`src/rtl/hazard_stall_controller.sv`:
```
// -----------------------------------------------------------------------------
// hazard_stall_controller
//
// Hazard sequencer for the RV32IM core. It sits beside the forwarding unit in
// the ID stage and does four things:
//   - tracks the destination register of the instructions in EX and MEM and
//     presents them to the forwarding unit (RD_IMM_OLD / RD_OLD_OLD),
//   - detects load-use hazards and inserts a single bubble,
//   - sequences the multi-cycle divider (start pulse, then busy stall),
//   - applies branch-taken flushes.
//
// Parameters:
//   DIV_CYCLES   cycles the divider needs from DIV_START to result (>= 1)
//   DIV_CNT_W    width of the divide counter; must be able to hold DIV_CYCLES
//
// Ports:
//   CLK           core clock, rising edge
//   RESET         synchronous, active-low reset
//   INSTRUCTION   instruction currently in ID
//   ID_VALID      ID holds a real instruction
//   BRANCH_TAKEN  EX resolved a taken branch/jump this cycle
//   STALL         hold PC and IF/ID, inject a bubble into ID/EX
//   FLUSH         squash IF/ID and ID/EX contents
//   DIV_START     one-cycle start pulse to the divider
//   DIV_BUSY      divide sequence in progress
//   RD_IMM_OLD    rd of the instruction in EX  (0 = no producer)
//   RD_OLD_OLD    rd of the instruction in MEM (0 = no producer)
//   STALL_COUNT   (HAZARD_PERF_COUNT_EN only) clocks spent with STALL=1
//   FLUSH_COUNT   (HAZARD_PERF_COUNT_EN only) clocks spent with FLUSH=1
//
// Build option:
//   HAZARD_PERF_COUNT_EN  when defined, adds the two wrapping 32-bit
//                         performance counters above. When undefined the
//                         ports and counters are absent.
//
// Handshake: there is no valid/ready pair here. ID_VALID qualifies
// INSTRUCTION in the same cycle; STALL tells the pipeline to hold the
// instruction in ID, which is then presented again on the next cycle.
// -----------------------------------------------------------------------------
module hazard_stall_controller #(
    parameter int DIV_CYCLES = 32,
    parameter int DIV_CNT_W  = 6
) (
    input  logic        CLK,
    input  logic        RESET,
    input  logic [31:0] INSTRUCTION,
    input  logic        ID_VALID,
    input  logic        BRANCH_TAKEN,
    output logic        STALL,
    output logic        FLUSH,
    output logic        DIV_START,
    output logic        DIV_BUSY,
    output logic [4:0]  RD_IMM_OLD,
    output logic [4:0]  RD_OLD_OLD
`ifdef HAZARD_PERF_COUNT_EN
    ,
    output logic [31:0] STALL_COUNT,
    output logic [31:0] FLUSH_COUNT
`endif
);

    localparam logic [6:0] OP_R      = 7'b0110011;
    localparam logic [6:0] OP_I_ALU  = 7'b0010011;
    localparam logic [6:0] OP_LOAD   = 7'b0000011;
    localparam logic [6:0] OP_STORE  = 7'b0100011;
    localparam logic [6:0] OP_BRANCH = 7'b1100011;
    localparam logic [6:0] OP_LUI    = 7'b0110111;
    localparam logic [6:0] OP_AUIPC  = 7'b0010111;
    localparam logic [6:0] OP_JAL    = 7'b1101111;
    localparam logic [6:0] OP_JALR   = 7'b1100111;

    localparam logic [DIV_CNT_W-1:0] DIV_CNT_INIT = DIV_CNT_W'(DIV_CYCLES);
    localparam logic [DIV_CNT_W-1:0] DIV_CNT_ONE  = DIV_CNT_W'(1);

    // Which update rule the pipeline tracking registers follow this cycle,
    // in priority order flush > div busy > load-use > normal.
    typedef enum logic [1:0] {
        PATH_NORMAL   = 2'd0,
        PATH_FLUSH    = 2'd1,
        PATH_DIV_BUSY = 2'd2,
        PATH_LOAD_USE = 2'd3
    } path_e;

    // Tracking state
    logic [4:0]           ex_rd;
    logic                 ex_load;
    logic [4:0]           mem_rd;
    logic [DIV_CNT_W-1:0] div_cnt;

    // Instruction fields
    logic [6:0] opcode;
    logic [4:0] rd;
    logic [4:0] rs1;
    logic [4:0] rs2;
    logic [6:0] funct7;
    logic       funct3_msb;
    logic       unused_funct3_low;

    assign opcode            = INSTRUCTION[6:0];
    assign rd                = INSTRUCTION[11:7];
    assign rs1               = INSTRUCTION[19:15];
    assign rs2               = INSTRUCTION[24:20];
    assign funct7            = INSTRUCTION[31:25];
    assign funct3_msb        = INSTRUCTION[14];
    // Only funct3[2] separates DIV/DIVU/REM/REMU from the MUL group.
    assign unused_funct3_low = ^INSTRUCTION[13:12];

    // Decode
    logic writes_rd;
    logic uses_rs1;
    logic uses_rs2;
    logic is_div;
    logic is_load;

    always_comb begin
        writes_rd = 1'b0;
        case (opcode)
            OP_R, OP_I_ALU, OP_LOAD, OP_LUI, OP_AUIPC, OP_JAL, OP_JALR:
                writes_rd = (rd != 5'd0);
            default:
                writes_rd = 1'b0;
        endcase
    end

    // Every opcode reads rs1 except the three that form their result from
    // the immediate and/or PC only.
    assign uses_rs1 = (opcode != OP_LUI) && (opcode != OP_AUIPC) && (opcode != OP_JAL);
    assign uses_rs2 = (opcode == OP_R) || (opcode == OP_STORE) || (opcode == OP_BRANCH);
    assign is_div   = (opcode == OP_R) && (funct7 == 7'b0000001) && funct3_msb;
    assign is_load  = (opcode == OP_LOAD);

    // Hazard detection
    logic div_busy;
    logic load_use;
    path_e path;

    assign div_busy = (div_cnt != '0);

    assign load_use = ID_VALID && ex_load && (ex_rd != 5'd0) &&
                      ((uses_rs1 && (rs1 == ex_rd)) || (uses_rs2 && (rs2 == ex_rd)));

    always_comb begin
        path = PATH_NORMAL;
        if (BRANCH_TAKEN) begin
            path = PATH_FLUSH;
        end else if (div_busy) begin
            path = PATH_DIV_BUSY;
        end else if (load_use) begin
            path = PATH_LOAD_USE;
        end
    end

    // A divide only launches when it actually leaves ID on the normal path;
    // a divide held by a flush, stall or reset never pulses the divider.
    logic div_issue;
    assign div_issue = RESET && (path == PATH_NORMAL) && ID_VALID && is_div;

    always_ff @(posedge CLK) begin
        if (!RESET) begin
            ex_rd   <= 5'd0;
            ex_load <= 1'b0;
            mem_rd  <= 5'd0;
            div_cnt <= '0;
        end else begin
            case (path)
                PATH_FLUSH: begin
                    ex_rd   <= 5'd0;
                    ex_load <= 1'b0;
                    mem_rd  <= ex_rd;
                    // The divider itself is not squashed; keep its schedule.
                    if (div_busy) begin
                        div_cnt <= div_cnt - DIV_CNT_ONE;
                    end
                end
                PATH_DIV_BUSY: begin
                    // The divide owns EX, so EX tracking is frozen and MEM
                    // sees nothing new.
                    div_cnt <= div_cnt - DIV_CNT_ONE;
                    mem_rd  <= 5'd0;
                end
                PATH_LOAD_USE: begin
                    ex_rd   <= 5'd0;
                    ex_load <= 1'b0;
                    mem_rd  <= ex_rd;
                end
                default: begin
                    mem_rd  <= ex_rd;
                    ex_rd   <= (ID_VALID && writes_rd) ? rd : 5'd0;
                    ex_load <= ID_VALID && is_load;
                    if (div_issue) begin
                        div_cnt <= DIV_CNT_INIT;
                    end
                end
            endcase
        end
    end

    assign FLUSH      = BRANCH_TAKEN;
    assign STALL      = !BRANCH_TAKEN && (div_busy || load_use);
    assign DIV_START  = div_issue;
    assign DIV_BUSY   = div_busy;
    assign RD_IMM_OLD = ex_rd;
    assign RD_OLD_OLD = mem_rd;

`ifdef HAZARD_PERF_COUNT_EN
    logic [31:0] stall_count;
    logic [31:0] flush_count;

    // Both counters wrap naturally at 32 bits.
    always_ff @(posedge CLK) begin
        if (!RESET) begin
            stall_count <= 32'd0;
            flush_count <= 32'd0;
        end else begin
            if (STALL) begin
                stall_count <= stall_count + 32'd1;
            end
            if (FLUSH) begin
                flush_count <= flush_count + 32'd1;
            end
        end
    end

    assign STALL_COUNT = stall_count;
    assign FLUSH_COUNT = flush_count;
`endif

endmodule
```
`config.mk`:
```
export PLATFORM = sky130hd
export DESIGN_NAME = hazard_stall_controller
export DESIGN_NICKNAME = d
export VERILOG_FILES = /design/src/rtl/hazard_stall_controller.sv
export SDC_FILE = /design/constraint.sdc
export NUM_CORES = 1
export LEC_CHECK = 0
export ABC_AREA = 1
export CORE_ASPECT_RATIO = 0.5
export CORE_MARGIN = 2
export CORE_UTILIZATION = 45
export DETAILED_ROUTE_END_ITERATION = 16
export GPL_ROUTABILITY_DRIVEN = 0
export PLACE_DENSITY = 0.84
export SYNTH_ARGS = -nofsm -noshare
export SYNTH_HDL_FRONTEND = slang
export SYNTH_SLANG_ARGS = --single-unit
```
`constraint.sdc`:
```
create_clock -name CLK -period 6.32 [get_ports CLK]
set_input_delay 1.264 -clock CLK [delete_from_list [all_inputs] [get_ports CLK]]
set_output_delay 1.264 -clock CLK [all_outputs]
set_load 0.01 [all_outputs]
```
==> results.cfg, run 1 <==
[outcome]
run_status = finished clean

[clock_tree]
worst_setup_hold_path_clk_slew_ns = 0.07
post_cts_buffers = 0
tritoncts_num_sinks = 17
cts_tree = yes
htree_num_levels = 1
cts.repair.resized = 0
cts-buffers-inserted = 3
number_of_hold_buffers_added_after_cts = 0
cts.root.buffer_cell = sky130_fd_sc_hd__clkbuf_8
cts.path.max_buffers = 2
clock_insertion_delay_worst_skew_ns = 0.26

[synth]
post_synth_most_frequent_cells = sky130_fd_sc_hd__nand2_1 (49), sky130_fd_sc_hd__inv_1 (31), sky130_fd_sc_hd__nor2_1 (19)
synth.yosys.warnings = 0
postSynth.asyncResetShare_pct = 0
synth_most_common_cell = sky130_fd_sc_hd__nand2_1
fraction_of_the_mapped_netlist_area_in_adder_cells_pct = 4.14
synthesis.nets = 227
syn-mean-instance-area_um2 = 6.46
sequential_cell_area_fraction_in_the_yosys_report_pct = 28.2
synth_compound_area_share_pct = 7.66
synth_mux_area_share_pct = 0
ys_seq_elements = 17
number_of_enable_type_register_cells_in_the_synthesized_netlist = 0
synth_top_cell_by_area = sky130_fd_sc_hd__dfxtp_1
synth_flop_cell = sky130_fd_sc_hd__dfxtp_1
synth_cell_types = 26
netlist_instances = 187
synth.top_cells.by_area = sky130_fd_sc_hd__dfxtp_1 (28%), sky130_fd_sc_hd__nand2_1 (15%), sky130_fd_sc_hd__inv_1 (9.6%)
synth_xor_xnor_area_share_pct = 4.35
yosysTopAreaCellShare_pct = 28.2
dominant_combinational_cell_family_by_area_after_synthesis = simple AND/OR/NAND/NOR gates
synth-simple-area-share_pct = 42.4
netlist_area_um2 = 1210

[critical_path]
path_cells = clkdlybuf4s50_1, nand2_1, nand2_1, nand3_1, nand3_1, nand2_1, nand2_2, nand2_2, o21ai_2, ha_1, nand2_1, nor4_1, nand3_1, inv_1, clkdlybuf4s50_1
worst-setup-path-type = in2out
slowest_delay_ns = 0.53
end_kind = primary output
cp_data_required_time_ns = 5.06
worst-path-max-fanout = 5
critical_path.startpoint_type = input pin
critical-path-top-cell-by-count = sky130_fd_sc_hd__nand2_1
cp.arrival_ns = 3.81
critical-path-top-delay-family = buffers and inverters
critPathBufInv = 3
crit_slowest_cell = sky130_fd_sc_hd__clkdlybuf4s50_1

[sta]
worst_slack_ns = 1.24
final_period_minus_worst_setup_slack_ns = 5.08
max-slew-margin-rel_pct = 70.0
finalMaxSlewViolations = 0
finalHoldViolCount = 0
max_slew.worst_pin.slew_ns = 0.448
max_freq_mhz = 197
final-setup-viol-count = 0
period_share_pct = 80.3
rsz0062_at_grt = no
setup_tns_ns = 0
clock-skew-final_ns = 0.00667

[routing]
antenna_violating_nets_post_route = 0
drc = 0
drt_first_pass_iters = 4
routed_via_density = 4.72
postRouteWirelength_mm = 2.82
detailroute.via_count = 1278
wire_per_inst_um = 10.4
detail_route.iter0.violations = 63

[power_and_ir_drop]
worst_ir_drop_vdd_v = 0.000165
cellPowerDensity_nw_per_um2 = 319
p_leak_uw = 0.000803
post_layout_power_uw = 554

[global_routing]
grt_start_max_net_pins = 13
first_global_vias = 1096
globalRoute.totalOverflow = 0
grt_pass1_wl_mm = 4.60
all_layer_global_routing_usage_pct = 19.1
number_of_antenna_violations_at_the_first_check_in_global_routing = 0

[cells_and_area]
layout.core_utilization_pct = 67.5
design.final.nets = 275
syn2layout_area_growth_pct = 43.5
post_route_cells_drive_above_1_share_pct = 9.83
number_of_antenna_repair_diodes = 0

[flow_run]
cap_violations = 0

[placement]
port-buffer-count = 47
dp_hpwl_mm = 2.30
place_ws_ns = 1.27

[die]
core_area_um2 = 2570
initial_utilization_pct = 47.0
num_rows = 13
die_w_um = 77.3
die_h_um = 40.6
design.portCount = 50
die_area_um2 = 3140

[worst_hold_path]
hold_path.class = reg2reg
-- logic make-up after synthesis --
group | after synthesis
buffers and inverters | 36
and+or+nand+nor | 107
AOI/OAI and AO/OA | 17
DFF | 17
xor gates and xnor gates | 6
adders and majority gates | 4
-- sequential cells by signal, indices dropped and copies added, names as in the netlist --
name,count
RD_OLD_OLD,5
RD_IMM_OLD,5
ex_load,1
div_cnt,6
-- through the flow --
step / std cells / instance area (um^2) / hold WS (ns)
6_report: 271 / 1730 / 0.471
5_1_grt: 271 / 1730 / 0.505
4_1_cts: 271 / 1730 / 0.470
3_5_place_dp: 267 / 1690 / 0.458
3_3_place_gp: 267 / 1690 / 0.443
2_1_floorplan: 187 / 1210 / 0.427
-- tightest hold or removal path: stages, from the launching register on --
cell and delay, ns:
sky130_fd_sc_hd__dfxtp_1 0.32, sky130_fd_sc_hd__nand2_1 0.07, sky130_fd_sc_hd__nand2_1 0.05
-- per-layer routing --
| metal | global-route usage [%] | part of all wire, % |
|---|---|---|
| met2 | 35.9 | 49 |
| met5 | 0 | 0 |
| met1 | 22.2 | 44 |
| met4 | 8.48 | 1.1 |
| met3 | 4.63 | 5.5 |
-- layout by cell type, fill, tap and decap left out --
| master | count |
|---|---|
| sky130_fd_sc_hd__a211oi_1 | 1 |
| sky130_fd_sc_hd__a21oi_1 | 7 |
| sky130_fd_sc_hd__clkbuf_8 | 3 |
| sky130_fd_sc_hd__clkdlybuf4s50_1 | 47 |
| sky130_fd_sc_hd__clkinvlp_4 | 1 |
| sky130_fd_sc_hd__dfxtp_1 | 17 |
| sky130_fd_sc_hd__ha_1 | 4 |
| sky130_fd_sc_hd__inv_1 | 31 |
| sky130_fd_sc_hd__inv_2 | 1 |
| sky130_fd_sc_hd__nand2_1 | 49 |
| sky130_fd_sc_hd__nand2_2 | 3 |
| sky130_fd_sc_hd__nand3_1 | 15 |
| sky130_fd_sc_hd__nand3_2 | 6 |
| sky130_fd_sc_hd__nor2_1 | 19 |
| sky130_fd_sc_hd__nor2_2 | 2 |
| sky130_fd_sc_hd__nor3_1 | 4 |
| sky130_fd_sc_hd__nor3_2 | 1 |
| sky130_fd_sc_hd__nor3_4 | 1 |
| sky130_fd_sc_hd__nor3b_1 | 1 |
| sky130_fd_sc_hd__nor4_1 | 2 |
| sky130_fd_sc_hd__o21ai_0 | 7 |
| sky130_fd_sc_hd__o21ai_2 | 1 |
| sky130_fd_sc_hd__o22ai_1 | 1 |
| sky130_fd_sc_hd__or2_2 | 4 |
| sky130_fd_sc_hd__xnor2_1 | 1 |
| sky130_fd_sc_hd__xor2_1 | 5 |
-- path summary, 6_finish.rpt --
| check | to | cells after the start | start | slack [ns] |
|---|---|---|---|---|
| worst max-delay path | DIV_START | 15 | INSTRUCTION[4] | 1.24 |
| worst min-delay path | ex_load | 2 | ex_load | 0.47 |
| worst max register to register | div_cnt[1] | 17 | div_cnt[0] | 3.54 |
| worst min register to register | ex_load | 2 | ex_load | 0.47 |
-- where the power goes --
part           switching (uW)  internal, uW
logic                     180           145
registers                19.5           126
clock network            38.9          44.4
total                     239           315
-- cell type report --
| class | instances | area, um^2 |
|---|---|---|
| Clock buffer | 3 | 41.3 |
| Clock inverter | 1 | 7.51 |
| Fill cell | 226 | 836 |
| Inverter | 32 | 120 |
| Multi-Input combinational cell | 134 | 708 |
| Sequential cell | 17 | 340 |
| Tap cell | 37 | 46.3 |
| Timing Repair Buffer | 47 | 470 |
Power figures use the tool's default switching activity.
==> run 2: changes to the inputs <==
Settings changed: CORE_UTILIZATION 45 to 38, PLACE_DENSITY 0.84 to 0.75.
Clock period 6.32 ns to 4.3 ns, I/O delays scaled along.
==> results.cfg, run 2 (synthesis results as in run 1) <==
[outcome]
run_status = finished clean

[clock_tree]
cts.root.buffer_cell = sky130_fd_sc_hd__clkbuf_8
tritoncts_num_sinks = 17
cts.path.max_buffers = 2
cts-buffers-inserted = 3
number_of_hold_buffers_added_after_cts = 0
htree_num_levels = 1
clock_insertion_delay_worst_skew_ns = 0.25
worst_setup_hold_path_clk_slew_ns = 0.07
cts_tree = yes

[critical_path]
slowest_delay_ns = 0.53
cp-startpoint = INSTRUCTION[6]
cp.arrival_ns = 3.25
worst-path-max-fanout = 5
r2r-start = div_cnt[0]
critical-path-top-delay-family = buffers and inverters
cp_data_required_time_ns = 3.44
critPathBufInv = 3
end_kind = primary output
worst-setup-path-type = in2out
path_cells = clkdlybuf4s50_1, nand3_1, nand2_1, nand3_1, nand3_1, nand2_1, nand2_2, nand2_2, o21ai_4, ha_2, nand2_1, nor4_2, nand3_1, inv_1, clkdlybuf4s50_1
critical_path.startpoint_type = input pin
critical-path-top-cell-by-count = sky130_fd_sc_hd__nand3_1
crit_slowest_cell = sky130_fd_sc_hd__clkdlybuf4s50_1

[sta]
finalHoldViolCount = 0
setup_tns_ns = 0
rsz0062_at_grt = no
clock-skew-final_ns = 0.00344
hold-worst-slack_ns = 0.467
final_period_minus_worst_setup_slack_ns = 4.11
max_slew.worst_pin.slew_ns = 0.474
max-slew-margin-rel_pct = 68.3
max_freq_mhz = 243
final-setup-viol-count = 0
period_share_pct = 95.7
finalMaxSlewViolations = 0

[global_routing]
grt_pass1_wl_mm = 5.08
first_global_vias = 1243
globalRoute.totalOverflow = 0
grt_start_max_net_pins = 13
all_layer_global_routing_usage_pct = 17.0
number_of_antenna_violations_at_the_first_check_in_global_routing = 0

[cells_and_area]
multiInputGateArea_um2 = 731
design.final.nets = 277
number_of_antenna_repair_diodes = 0
mostFrequentLayoutCell = sky130_fd_sc_hd__nand2_1
max_flop_register = div_cnt
finalNonFillerCells = 276
final.fill_count = 288
post_route_cells_drive_above_1_share_pct = 12.3
layout_common_cells = sky130_fd_sc_hd__nand2_1 (48), sky130_fd_sc_hd__clkdlybuf4s50_1 (45), sky130_fd_sc_hd__inv_1 (31)
final_cell_area_um2 = 1780
register_area_um2 = 340
largest_reg_flops = 6
syn2layout_area_growth_pct = 47.3

[power_and_ir_drop]
post_layout_power_uw = 831
p_leak_uw = 0.000831
worst_ir_drop_vdd_v = 0.000337
cellPowerDensity_nw_per_um2 = 467

[die]
die_h_um = 43.9
core_area_um2 = 3010
die_w_um = 83.8
die_area_um2 = 3680
design.portCount = 50
num_rows = 14
initial_utilization_pct = 40.1

[placement]
port-buffer-count = 47
placed_area_um2 = 1700
dp.cells = 271
dp_hpwl_mm = 2.35

[worst_hold_path]
hold_path.class = reg2reg
worstHoldStart = ex_load

[routing]
antenna_violating_nets_post_route = 0
postRouteWirelength_mm = 2.87
drt_first_pass_iters = 4
drc = 0
wire_per_inst_um = 10.4
detailroute.via_count = 1270
detail_route.iter0.violations = 28
routed_via_density = 4.60

[flow_run]
cap_violations = 0
## run 2: path summary, 6_finish.rpt
path,to,slack [ns],cells after the start
worst max-delay path,DIV_START,0.19,15
worst max register to register,div_cnt[1],1.42,18
worst min-delay path,ex_load,0.47,2
worst min register to register,ex_load,0.47,2
## run 2: layout make-up
class | count | share of cell area [%]
Inverter | 32 | 6.75
Timing Repair Buffer | 49 | 27.5
Clock buffer | 3 | 2.32
Clock inverter | 1 | 0.422
Multi-Input combinational cell | 134 | 41.0
Sequential cell | 17 | 19.1
Tap cell | 40 | 2.81
## run 2: per-layer routing
layer  wire, um  vias to the layer above  share of wire (%)  GRT usage, %
li1           -                      681                  -             -
met1       1370                      570                 48          20.4
met2       1420                       19                 50          32.6
met3         75                        0                2.6          4.00
met4          0                        0                  0          1.94
met5          0                        -                  0             0
## run 2: worst reg2reg max path, cell delays in order, from the launching register on
cell and delay [ns]:
sky130_fd_sc_hd__dfxtp_1 0.31, sky130_fd_sc_hd__inv_1 0.09, sky130_fd_sc_hd__ha_1 0.19, sky130_fd_sc_hd__inv_1 0.06, sky130_fd_sc_hd__nor3_2 0.16, sky130_fd_sc_hd__inv_1 0.10
sky130_fd_sc_hd__nor3_4 0.25, sky130_fd_sc_hd__a21oi_2 0.13, sky130_fd_sc_hd__inv_1 0.10, sky130_fd_sc_hd__ha_2 0.17, sky130_fd_sc_hd__nand2_1 0.05, sky130_fd_sc_hd__nor4_2 0.22
sky130_fd_sc_hd__nand3_1 0.14, sky130_fd_sc_hd__buf_4 0.16, sky130_fd_sc_hd__nand2_1 0.35, sky130_fd_sc_hd__nand2_1 0.14, sky130_fd_sc_hd__nand2_1 0.08, sky130_fd_sc_hd__nand2_1 0.06
sky130_fd_sc_hd__nor2_2 0.07
## run 2: repair_timing
action	in CTS	in global routing
setup buffers	0	1
setup endpoints to repair	0	1
gates resized for setup	0	8
## run 2: power breakdown
group          internal (uW)  switching [uW]  leakage, uW
Sequential               185            27.7     0.000138
Clock                   65.2            57.3    0.0000217
Combinational            220             276     0.000671
## run 2: per-stage QoR
step	utilization, %	setup slack (ns)
after floorplan	-	1.23
after global placement	56.3	0.199
after detailed placement	56.3	0.138
after CTS	57.9	0.135
after global routing	59.1	0.00919
final	59.1	0.185
